===== src/rtl/to_serial_hs.sv =====
// ---------------------------------------------------------------------------
// to_serial_hs
// Multi-channel parallel-to-digit-serial converter with valid/ready handshakes
// on both sides. Each channel's BW_IN-bit word is extended to NO_CYC*BW_OUT
// bits (zero pad or sign extension) and issued as NO_CYC digits of BW_OUT
// bits, LSB- or MSB-digit first. All channels share one handshake and one
// digit counter.
//
// Ports
//   clk        in   clock, all logic on posedge
//   rst        in   synchronous active-high reset
//   in_vld     in   input word valid
//   in_rdy     out  block accepts a word this cycle
//   data_in    in   [NO_CH-1:0][BW_IN-1:0] parallel words
//   out_vld    out  output digit valid
//   out_rdy    in   downstream accepts the digit this cycle
//   data_out   out  [NO_CH-1:0][BW_OUT-1:0] current digit per channel
//   out_first  out  digit index 0 of a word (qualified by out_vld)
//   out_last   out  digit index NO_CYC-1 of a word (qualified by out_vld)
//
// Optional feature: define TO_SERIAL_HS_SKID_EN to add a one-word holding
// register so in_rdy comes straight from a flop (no out_rdy -> in_rdy path).
// ---------------------------------------------------------------------------
module to_serial_hs #(
  parameter int NO_CH     = 10,
  parameter int BW_IN     = 8,
  parameter int BW_OUT    = 2,
  parameter int MSB_FIRST = 0,
  parameter int SIGN_EXT  = 1
) (
  input  logic                            clk,
  input  logic                            rst,
  input  logic                            in_vld,
  output logic                            in_rdy,
  input  logic [NO_CH-1:0][BW_IN-1:0]     data_in,
  output logic                            out_vld,
  input  logic                            out_rdy,
  output logic [NO_CH-1:0][BW_OUT-1:0]    data_out,
  output logic                            out_first,
  output logic                            out_last
);

  localparam int NO_CYC = (BW_IN + BW_OUT - 1) / BW_OUT;
  localparam int EXT_W  = NO_CYC * BW_OUT;
  localparam int CNT_W  = (NO_CYC > 1) ? $clog2(NO_CYC) : 1;
  localparam logic [CNT_W-1:0] CNT_LAST = CNT_W'(NO_CYC - 1);

  typedef enum logic {IDLE, SHIFT} state_t;

  state_t                          state_reg, state_next;
  logic [CNT_W-1:0]                cnt_reg, cnt_next;
  logic [NO_CH-1:0][EXT_W-1:0]     ext_reg, ext_next;
  logic [CNT_W-1:0]                dig_idx;
  logic [NO_CH-1:0][BW_IN-1:0]     load_word;
  logic                            in_acc, out_acc, at_last, end_word, word_avail;

  // Widen one word: fill everything with the pad bit, then overlay the word.
  function automatic logic [EXT_W-1:0] extend(input logic [BW_IN-1:0] w);
    logic             pad_bit;
    logic [EXT_W-1:0] e;
    pad_bit         = (SIGN_EXT != 0) ? w[BW_IN-1] : 1'b0;
    e               = {EXT_W{pad_bit}};
    e[BW_IN-1:0]    = w;
    return e;
  endfunction

  assign out_vld   = (state_reg == SHIFT);
  assign at_last   = (cnt_reg == CNT_LAST);
  assign out_first = out_vld && (cnt_reg == '0);
  assign out_last  = out_vld && at_last;
  assign in_acc    = in_vld && in_rdy;
  assign out_acc   = out_vld && out_rdy;
  assign end_word  = out_acc && at_last;

  // cnt always counts issue order; the digit position is mirrored for MSB-first.
  assign dig_idx = (MSB_FIRST != 0) ? (CNT_LAST - cnt_reg) : cnt_reg;

  genvar gi, gk;
  generate
    for (gi = 0; gi < NO_CH; gi++) begin : g_ch
      logic [BW_OUT-1:0] digits [NO_CYC];
      for (gk = 0; gk < NO_CYC; gk++) begin : g_dig
        assign digits[gk] = ext_reg[gi][gk*BW_OUT +: BW_OUT];
      end
      assign data_out[gi] = digits[dig_idx];
    end
  endgenerate

`ifdef TO_SERIAL_HS_SKID_EN
  logic [NO_CH-1:0][BW_IN-1:0] hold_reg, hold_next;
  logic                        full_reg, full_next;
  logic                        in_rdy_reg;

  assign in_rdy = in_rdy_reg;
  // A buffered word has priority at end of word; it is always older.
  assign word_avail = full_reg || in_acc;
  assign load_word  = full_reg ? hold_reg : data_in;

  always_comb begin
    hold_next = hold_reg;
    full_next = full_reg;
    if (end_word && full_reg) begin
      full_next = 1'b0;
    end
    // A word arriving exactly at end of word with an empty buffer goes
    // straight to the shift register, so only park it otherwise.
    if (in_acc && (state_reg == SHIFT) && !end_word) begin
      hold_next = data_in;
      full_next = 1'b1;
    end
  end
`else
  logic rdy_en_reg;

  // rdy_en_reg keeps in_rdy low for the first cycle out of reset.
  assign in_rdy     = rdy_en_reg && ((state_reg == IDLE) || (out_last && out_rdy));
  assign word_avail = in_acc;
  assign load_word  = data_in;
`endif

  always_comb begin
    state_next = state_reg;
    cnt_next   = cnt_reg;
    ext_next   = ext_reg;
    case (state_reg)
      IDLE: begin
        if (in_acc) begin
          state_next = SHIFT;
          cnt_next   = '0;
          for (int c = 0; c < NO_CH; c++) ext_next[c] = extend(load_word[c]);
        end
      end
      SHIFT: begin
        if (out_acc) begin
          if (at_last) begin
            cnt_next = '0;
            if (word_avail) begin
              for (int c = 0; c < NO_CH; c++) ext_next[c] = extend(load_word[c]);
            end else begin
              state_next = IDLE;
            end
          end else begin
            cnt_next = cnt_reg + 1'b1;
          end
        end
      end
      default: state_next = IDLE;
    endcase
  end

  always_ff @(posedge clk) begin
    if (rst) begin
      state_reg  <= IDLE;
      cnt_reg    <= '0;
      ext_reg    <= '0;
`ifdef TO_SERIAL_HS_SKID_EN
      hold_reg   <= '0;
      full_reg   <= 1'b0;
      in_rdy_reg <= 1'b0;
`else
      rdy_en_reg <= 1'b0;
`endif
    end else begin
      state_reg  <= state_next;
      cnt_reg    <= cnt_next;
      ext_reg    <= ext_next;
`ifdef TO_SERIAL_HS_SKID_EN
      hold_reg   <= hold_next;
      full_reg   <= full_next;
      in_rdy_reg <= !full_next;
`else
      rdy_en_reg <= 1'b1;
`endif
    end
  end

endmodule


===== config.mk =====
export PLATFORM = sky130hd
export DESIGN_NAME = to_serial_hs
export DESIGN_NICKNAME = d
export VERILOG_FILES = /design/src/rtl/to_serial_hs.sv
export SDC_FILE = /design/constraint.sdc
export NUM_CORES = 1
export LEC_CHECK = 0
export CAP_MARGIN = 25
export CORE_MARGIN = 5
export CORE_UTILIZATION = 48
export DETAILED_ROUTE_END_ITERATION = 16
export PLACE_DENSITY_LB_ADDON = 0.2
export SETUP_SLACK_MARGIN = 0.5
export SLEW_MARGIN = 0
export SYNTH_ARGS = -nofsm -noshare
export SYNTH_HDL_FRONTEND = slang
export SYNTH_SLANG_ARGS = --single-unit

===== constraint.sdc =====
create_clock -name clk -period 1.8 [get_ports clk]
set_clock_uncertainty 0.05 [all_clocks]
set_input_delay 0.36 -clock clk [delete_from_list [all_inputs] [get_ports clk]]
set_output_delay 0.36 -clock clk [all_outputs]
set_load 0.02 [all_outputs]

# [After elaboration in Yosys (flattened, before gate mapping)]
# Cells that the tools add are included.
[word_totals] input_bits=84 rom_bits=0 ramBits=0 mem_count=0 ff_bits=84 latch_bits=0 output_inout_bits=24 wordCells=74
[classes] eq_ne=4 n_shift=0 reduce_logical=10 div=0 muxes=43 magnitude_cmp=1 bitwise=2 mul=0 addsub=1
[op_table] cell="$mux W80" n=3
[op_table] cell="$pmux W80 S2" n=1
[op_table] cell="$mux W2" n=23
[op_table] cell="$bmux W2 S2" n=10
[op_table] cell="$logic_and A1 B1 Y1" n=6
[op_table] cell="$mux W1" n=4
[op_table] cell="$ne A2 B1 Y1 const B" n=2
[op_table] cell="$pmux W2 S2" n=1
[op_table] cell="$reduce_and A2 Y1" n=2
[op_table] cell="$ge A3 B3 Y1 const B" n=1
[op_table] cell="$not A2 Y3" n=1
[op_table] cell="$add A2 B1 Y2 const B" n=1
[op_table] cell="$eq A2 B2 Y1 const B" n=1
[op_table] cell="$logic_not A2 Y1" n=1
[op_table] cell="$ne A2 B2 Y1 const B" n=1
[op_table] cell="$pmux W1 S2" n=1
[op_table] cell="$logic_or A1 B1 Y1" n=1
[op_table] cell="$not A1 Y1" n=1

# [Longest topological paths before layout]
# Gate-level depths: netlist of the first run.
[logic_depth] depth_word=10 mapped_depth=6 mapped_depth_nobuf=4

# [Worst setup path after synthesis of the first run]
# Ideal clock, no wire load.
[synth_timing] kind="register -> output" from="register cnt_reg[0]" to="output port data_out[10] in the netlist's numbering" t_arrival_ps=1279 stages_incl_launch_ff=4 setup_slack_ps=111 path_buffers=2 t_required_ps=1390 path_cell_list="dfxtp_1 -> buf_4 -> clkbuf_8 -> mux4_1"
[synth_lines] element="from (decl)" line_no="51" source="logic [CNT_W-1:0] cnt_reg, cnt_next;"
[synth_lines] element="from (signal assigned)" line_no="165" source="cnt_reg <= cnt_next;"
[synth_lines] element="to (decl)" line_no="38" source="output logic [NO_CH-1:0][BW_OUT-1:0] data_out,"

==> key figures, run 1 <==
Timing
  – Fin. max-slew vios: 0
  – Final worst setup slack: -0.238 ns
  – Worst-Margin Slew: 0.250 ns
  – Max_slew headroom: 83.3%
  – Period utilization: 113%
  – Final hold vios: 0
  – Final setup fails: 26
  – Fmax achieved: 491 MHz
  – Tmin final: 2.04 ns
  – RSZ-0062 raised after global routing: yes

Placement
  – Post-Place Cells: 595
  – Dpl hpwl: 6240 um
  – RePlAce Congestion: 0.758
  – Buffers on Ports: 107
  – Area after DPL: 5160 sq um

Clocking
  – H-tree depth: 3
  – Clk slew on worst S/H paths: 0.08 ns
  – CTS tree: done
  – Cts bufs inserted: 9
  – Clock Tree Buf Depth: 2
  – Hold_buf cts: 0
  – Clk sink count: 84
  – Worst-Skew Late Latency: 0.34 ns
  – Root buf cell: clkbuf_8

Floorplanning
  – Die Area: 10,200 sq um
  – Chip Height: 101 um
  – Rows: 33
  – Die Wd: 101 um
  – Core footprint: 8130 sq um
  – Starting Density: 48.9%
  – I/O pin count: 108

Synthesis
  – Synthesized Nets: 481
  – Synth Register Bits: 84
  – Post-synthesis simple-gate area fraction: 17.3%
  – Synth Area per Inst: 10.1 sq um
  – Warnings, synthesis: 0
  – Post-synth EDFFs: 0
  – Synth Area in Compound Gates: 0.880%
  – Async SR Flop Fraction: 0%
  – Top FF cell, synth: dfxtp_1
  – Cell area after synthesis: 3980 sq um
  – Mux share of post-synthesis cell area: 31.8%
  – Xor/xnor share of the synthesized area: 0%
  – Cells after Synth: 395
  – Seq/Total Area, Yosys: 42.3%
  – Synth unique cells: 24
  – Synth Area in Adders: 0.629%
  – Main combinational cell family by area after synthesis: multiplexers

Critical path
  – Req. time, crit path: 1.39 ns
  – Critical path peak fanout: 6
  – Worst setup path class: flip-flop to output port
  – Critical Path Start Type: flip-flop
  – Critical Path AT: 1.63 ns
  – Endpoint class of the critical path: output port

Cells and area
  – # fillers: 615
  – Post-route cell area: 5790 sq um
  – Antenna Cells: 0
  – Final Non-Filler Cells: 633
  – Share of post-route cells with drive strength above 1: 22.3%
  – Area grow syn2layout: 45.6%
  – Post-layout util: 71.2%
  – Largest register FFs: 80
  – Nets: 609

Global routing
  – Vias in the first global route: 3,197
  – Global-route wire length before repair: 15,300 um
  – Total GRT Usage: 18.9%
  – Initial antenna violation count: 0
  – Remaining Overflow, GRT: 0
  – Largest net degree at the start of global routing: 64

Detailed routing
  – Vias per std cell: 5.00
  – Wirelength per Cell: 15.5 um
  – Total routed wirelength: 9790 um
  – Vias: 3,166
  – First-pass detailed-route iteration total: 4
  – DR iter-0 viols: 106
  – Post-DRT Antenna Nets: 0
  – DRC violations left: 0

Hold path
  – Hold Crit Class: flip-flop to flip-flop

Pwr
  – VDD IR max: 351 uV
  – P per Cell Area: 687 nW/um^2
  – Leak: 0.00227 uW

Status
  – Failing checks: negative setup slack
  – Status: complete, but fails checks

Run
  – Max_cap viols: 0
cell usage in the layout (no fill, tap or decap):
cell type and n:
buf_6 32, mux2i_2 4, mux2i_1 76, clkinv_2 4
nor2_8 1, a21oi_1 1, buf_4 10, dfxtp_1 81
nand3b_1 1, ha_4 2, and2b_2 1, nand3_1 1
buf_16 6, buf_2 2, a31oi_1 1, inv_4 2
and2_4 1, clkbuf_16 3, a21boi_4 1, nand3_2 1
clkbuf_1 1, a21oi_2 1, clkbuf_8 10, dfxtp_4 2
and2_2 1, mux4_2 20, inv_1 1, clkdlybuf4s50_1 83
nand2_1 162, dfxtp_2 1, clkinvlp_4 1, nor2_1 2
buf_12 11, and4bb_2 1
layer usage:
layer | part of all wire [%] | global-route usage, % | routed length (um)
met3 | 5.2 | 2.91 | 509
met2 | 50 | 32.8 | 4890
met4 | 1.6 | 6.44 | 158
met5 | 0 | 0 | 0
met1 | 43 | 23.8 | 4240
path summary, 6_finish.rpt:
check | start | end | slack, ns | cells after the start
max | cnt_reg[0]$_SDFFE_PP0P_ | data_out[19] | -0.24 | 3
min | ext_reg[45]$_SDFFE_PP0P_ | ext_reg[45]$_SDFFE_PP0P_ | 0.41 | 2
max reg2reg | cnt_reg[0]$_SDFFE_PP0P_ | ext_reg[49]$_SDFFE_PP0P_ | -0.03 | 8
min reg2reg | ext_reg[45]$_SDFFE_PP0P_ | ext_reg[45]$_SDFFE_PP0P_ | 0.41 | 2
synthesized netlist by cell type, types with 2 or more instances:
cell type / n / area (sq um)
mux2i_1: 80 / 801
dfxtp_1: 84 / 1680
mux4_2: 16 / 360
buf_2: 3 / 15.0
buf_12: 8 / 160
mux4_1: 4 / 105
nand3_1: 2 / 10.0
ha_1: 2 / 25.0
buf_4: 2 / 15.0
nand2_1: 162 / 608
inv_1: 2 / 7.51
and2_2: 2 / 15.0
clkbuf_1: 15 / 56.3
a21oi_1: 2 / 10.0
nor2_1: 2 / 7.51
power breakdown:
part	switching (uW)	internal (uW)	leakage (uW)
sequential	51.7	1950	0.000688
combinational	317	490	0.00149
clock	643	530	0.0000889
kinds of logic after synthesis:
logic type               Yosys count
flip-flops                        84
AO/OA/AOI/OAI                      4
multiplexers                     100
buffers and inverters             33
AND/OR/NAND/NOR                  172
adder cells (fa/ha/maj)            2
critical path, stage by stage (launching register included):
cell and delay, ns:
dfxtp_4 0.45, buf_12 0.16, mux4_2 0.53, buf_6 0.15
layout make-up:
type / count / area, sq um / area share (%)
Multi-Input combinational cell: 278 / 2050 / 35.4
Timing Repair Buffer: 147 / 1740 / 30.0
Sequential cell: 84 / 1690 / 29.2
Clock buffer: 11 / 141 / 2.44
Tap cell: 105 / 131 / 2.27
Clock inverter: 5 / 27.5 / 0.475
Inverter: 3 / 16.3 / 0.281
through the flow:
stage	setup TNS (ns)	hold slack [ns]	setup WS, ns	total power, uW
after floorplan	0	0.372	0.235	2420
after global placement	-8.69	0.388	-0.412	2710
after detailed placement	-10.69	0.395	-0.411	2720
after CTS	-4.50	0.410	-0.276	3980
after global routing	-8.62	0.428	-0.299	4160
final	-4.20	0.408	-0.238	3980
timing repair:
item	CTS	global route
setup buffers	6	7
pin swaps	0	4
cloned	7	2
resized for setup	153	24
endpoints found under the setup margin	104	105
Note: power is estimated with default switching activity, not from simulation.
==> run 2: changes to the inputs <==
--- a/config.mk
+++ b/config.mk
@@ -7,7 +7,8 @@
 export LEC_CHECK = 0
 export CAP_MARGIN = 25
 export CORE_MARGIN = 5
-export CORE_UTILIZATION = 48
+export CORE_UTILIZATION = 50
+export CTS_BUF_LIST = sky130_fd_sc_hd__clkbuf_4
 export DETAILED_ROUTE_END_ITERATION = 16
 export PLACE_DENSITY_LB_ADDON = 0.2
 export SETUP_SLACK_MARGIN = 0.5
==> key figures, run 2 (synthesis gave the netlist of run 1 again) <==
Timing
  – Tmin final: 2.09 ns
  – Worst-Margin Slew: 0.192 ns
  – Period utilization: 116%
  – Worst hold slack: 0.417 ns
  – Final hold vios: 0
  – Fin. max-slew vios: 0
  – Final worst setup slack: -0.291 ns
  – RSZ-0062 raised after global routing: yes
  – Final setup fails: 78
  – Fmax achieved: 478 MHz
  – Max_slew headroom: 86.8%

Placement
  – RePlAce Congestion: 0.744
  – Buffers on Ports: 107
  – Dpl hpwl: 6320 um
  – Area after DPL: 5130 sq um
  – Pre-CTS WS: -0.481 ns

Critical path
  – CP Depth: 3
  – Flop2flop setup slack: -0.17 ns
  – FF-to-FF End: ext_reg[14]$_SDFFE_PP0P_
  – Req. time, crit path: 1.39 ns
  – Worst path slowest cell: mux4_2
  – Cell chain of the critical path: buf_6 -> mux4_2 -> buf_6
  – Endpoint class of the critical path: output port
  – R2R cell count: 10
  – Crit-path most repeated cell: buf_6
  – Family with the most delay on the worst path: multiplexers
  – Worst path bufs/invs: 2
  – Critical Path Start Type: flip-flop
  – Max stage delay on crit path: 0.53 ns
  – Critical Path AT: 1.68 ns
  – FF-to-FF Start: cnt_reg[0]$_SDFFE_PP0P_
  – Critical path peak fanout: 6
  – Worst setup path class: flip-flop to output port

Floorplanning
  – Core footprint: 7730 sq um
  – Die Wd: 99.2 um
  – Chip Height: 99.2 um
  – Die Area: 9840 sq um
  – I/O pin count: 108
  – Starting Density: 51.5%
  – Rows: 32

Pwr
  – VDD IR max: 374 uV
  – Leak: 0.00241 uW
  – P per Cell Area: 683 nW/um^2

Cells and area
  – Share of post-route cells with drive strength above 1: 23.9%
  – Largest register FFs: 80
  – Area grow syn2layout: 52.7%
  – Antenna Cells: 0
  – Commonest non-fill, non-tap cell in the layout: nand2_1
  – Post-layout util: 78.6%
  – Nets: 621
  – # fillers: 475
  – Post-route cell area: 6080 sq um
  – Most frequent cells in the layout: 162 x nand2_1, 83 x clkdlybuf4s50_1, 81 x dfxtp_1

Status
  – Status: complete, but fails checks
  – Failing checks: negative setup slack

Clocking
  – Clock Tree Buf Depth: 2
  – Clk slew on worst S/H paths: 0.13 ns
  – Clk sink count: 84
  – Worst-Skew Late Latency: 0.42 ns
  – CTS tree: done
  – H-tree depth: 3
  – Root buf cell: clkbuf_4
  – Cts bufs inserted: 9

Global routing
  – Vias in the first global route: 3,540
  – Largest net degree at the start of global routing: 48
  – Total GRT Usage: 22.6%
  – Global-route wire length before repair: 17,600 um
  – Initial antenna violation count: 0
  – Remaining Overflow, GRT: 0

Detailed routing
  – Wirelength per Cell: 17.4 um
  – DRC violations left: 0
  – Post-DRT Antenna Nets: 0
  – Vias per std cell: 5.18
  – Total routed wirelength: 11,200 um
  – DR iter-0 viols: 104
  – First-pass detailed-route iteration total: 4
  – Vias: 3,327

Hold path
  – Hold Crit Class: flip-flop to flip-flop
  – Worst hold start: ext_reg[56]$_SDFFE_PP0P_
  – Worst Hold Path EP: ext_reg[56]$_SDFFE_PP0P_
  – Hold Crit Depth: 2

Run
  – Max_cap viols: 0
-- run 2: cell types whose count changed in the layout (fill, tap and decap cells not counted), moves of 3 or more --
cell       change
bufbuf_16      +6
clkbuf_4      +11
buf_6          +4
clkbuf_8      -10
clkbuf_16      -3
clkinv_2       -3
buf_8          +3
buf_16         +4
-- run 2: timing repair --
| item | CTS | global route |
|---|---|---|
| cloned | 14 | 0 |
| hold buffers | 0 | 0 |
| endpoints found under the setup margin | 105 | 107 |
| resized for setup | 174 | 17 |
| setup buffers | 16 | 4 |
| pin swaps | 2 | 3 |
-- run 2: final cells by class --
cell class	count	area, sq um	share of cell area, %
inverters	3	16.3	0.268
clock buffers	11	82.6	1.36
multi-input cells	278	2060	34.0
flip-flops and latches	84	1690	27.8
clock inverters	5	76.3	1.26
repair buffers	159	2020	33.2
well taps	102	128	2.10
-- run 2: per-layer routing --
layer | vias up | track usage, % | part of all wire (%) | wire length (um)
li1 | 1610 | - | - | -
met1 | 1581 | 28.2 | 42 | 4640
met3 | 22 | 4.21 | 5.7 | 637
met2 | 114 | 38.5 | 51 | 5640
met5 | - | 0 | 0 | 0
met4 | 0 | 9.14 | 2.1 | 234
-- run 2: worst max-delay path by stage --
stage                   end  slack (ns)                     from
2_1_floorplan  data_out[10]        0.24  cnt_reg[0]$_SDFFE_PP0P_
4_1_cts         data_out[7]       -0.30  cnt_reg[0]$_SDFFE_PP0P_
3_5_place_dp         in_rdy       -0.48                  out_rdy
5_1_grt         data_out[6]       -0.36  cnt_reg[0]$_SDFFE_PP0P_
6_report       data_out[12]       -0.29  cnt_reg[0]$_SDFFE_PP0P_
3_3_place_gp         in_rdy       -0.47                  out_rdy
-- run 2: per-stage QoR --
stage | total power, uW | std cells | TNS (ns)
2_1_floorplan | 2420 | 395 | 0
3_3_place_gp | 2700 | 592 | -6.01
3_5_place_dp | 2720 | 592 | -6.22
4_1_cts | 4120 | 638 | -9.10
5_1_grt | 4310 | 642 | -17.20
6_report | 4150 | 642 | -10.38
-- run 2: worst reg2reg max path: cells and delay by family (launching register included) --
family	cells	cell delay (ns)
buffers and inverters	6	0.88
flip-flops	1	0.40
multiplexers	1	0.18
adder cells (fa/ha/maj)	1	0.17
AO/OA/AOI/OAI	1	0.14
AND/OR/NAND/NOR	1	0.04
-- run 2: power by group --
part           internal, uW  leakage (uW)  switching (uW)
combinational           575       0.00164             351
clock                   589     0.0000845             628
sequential             1950      0.000688            52.5
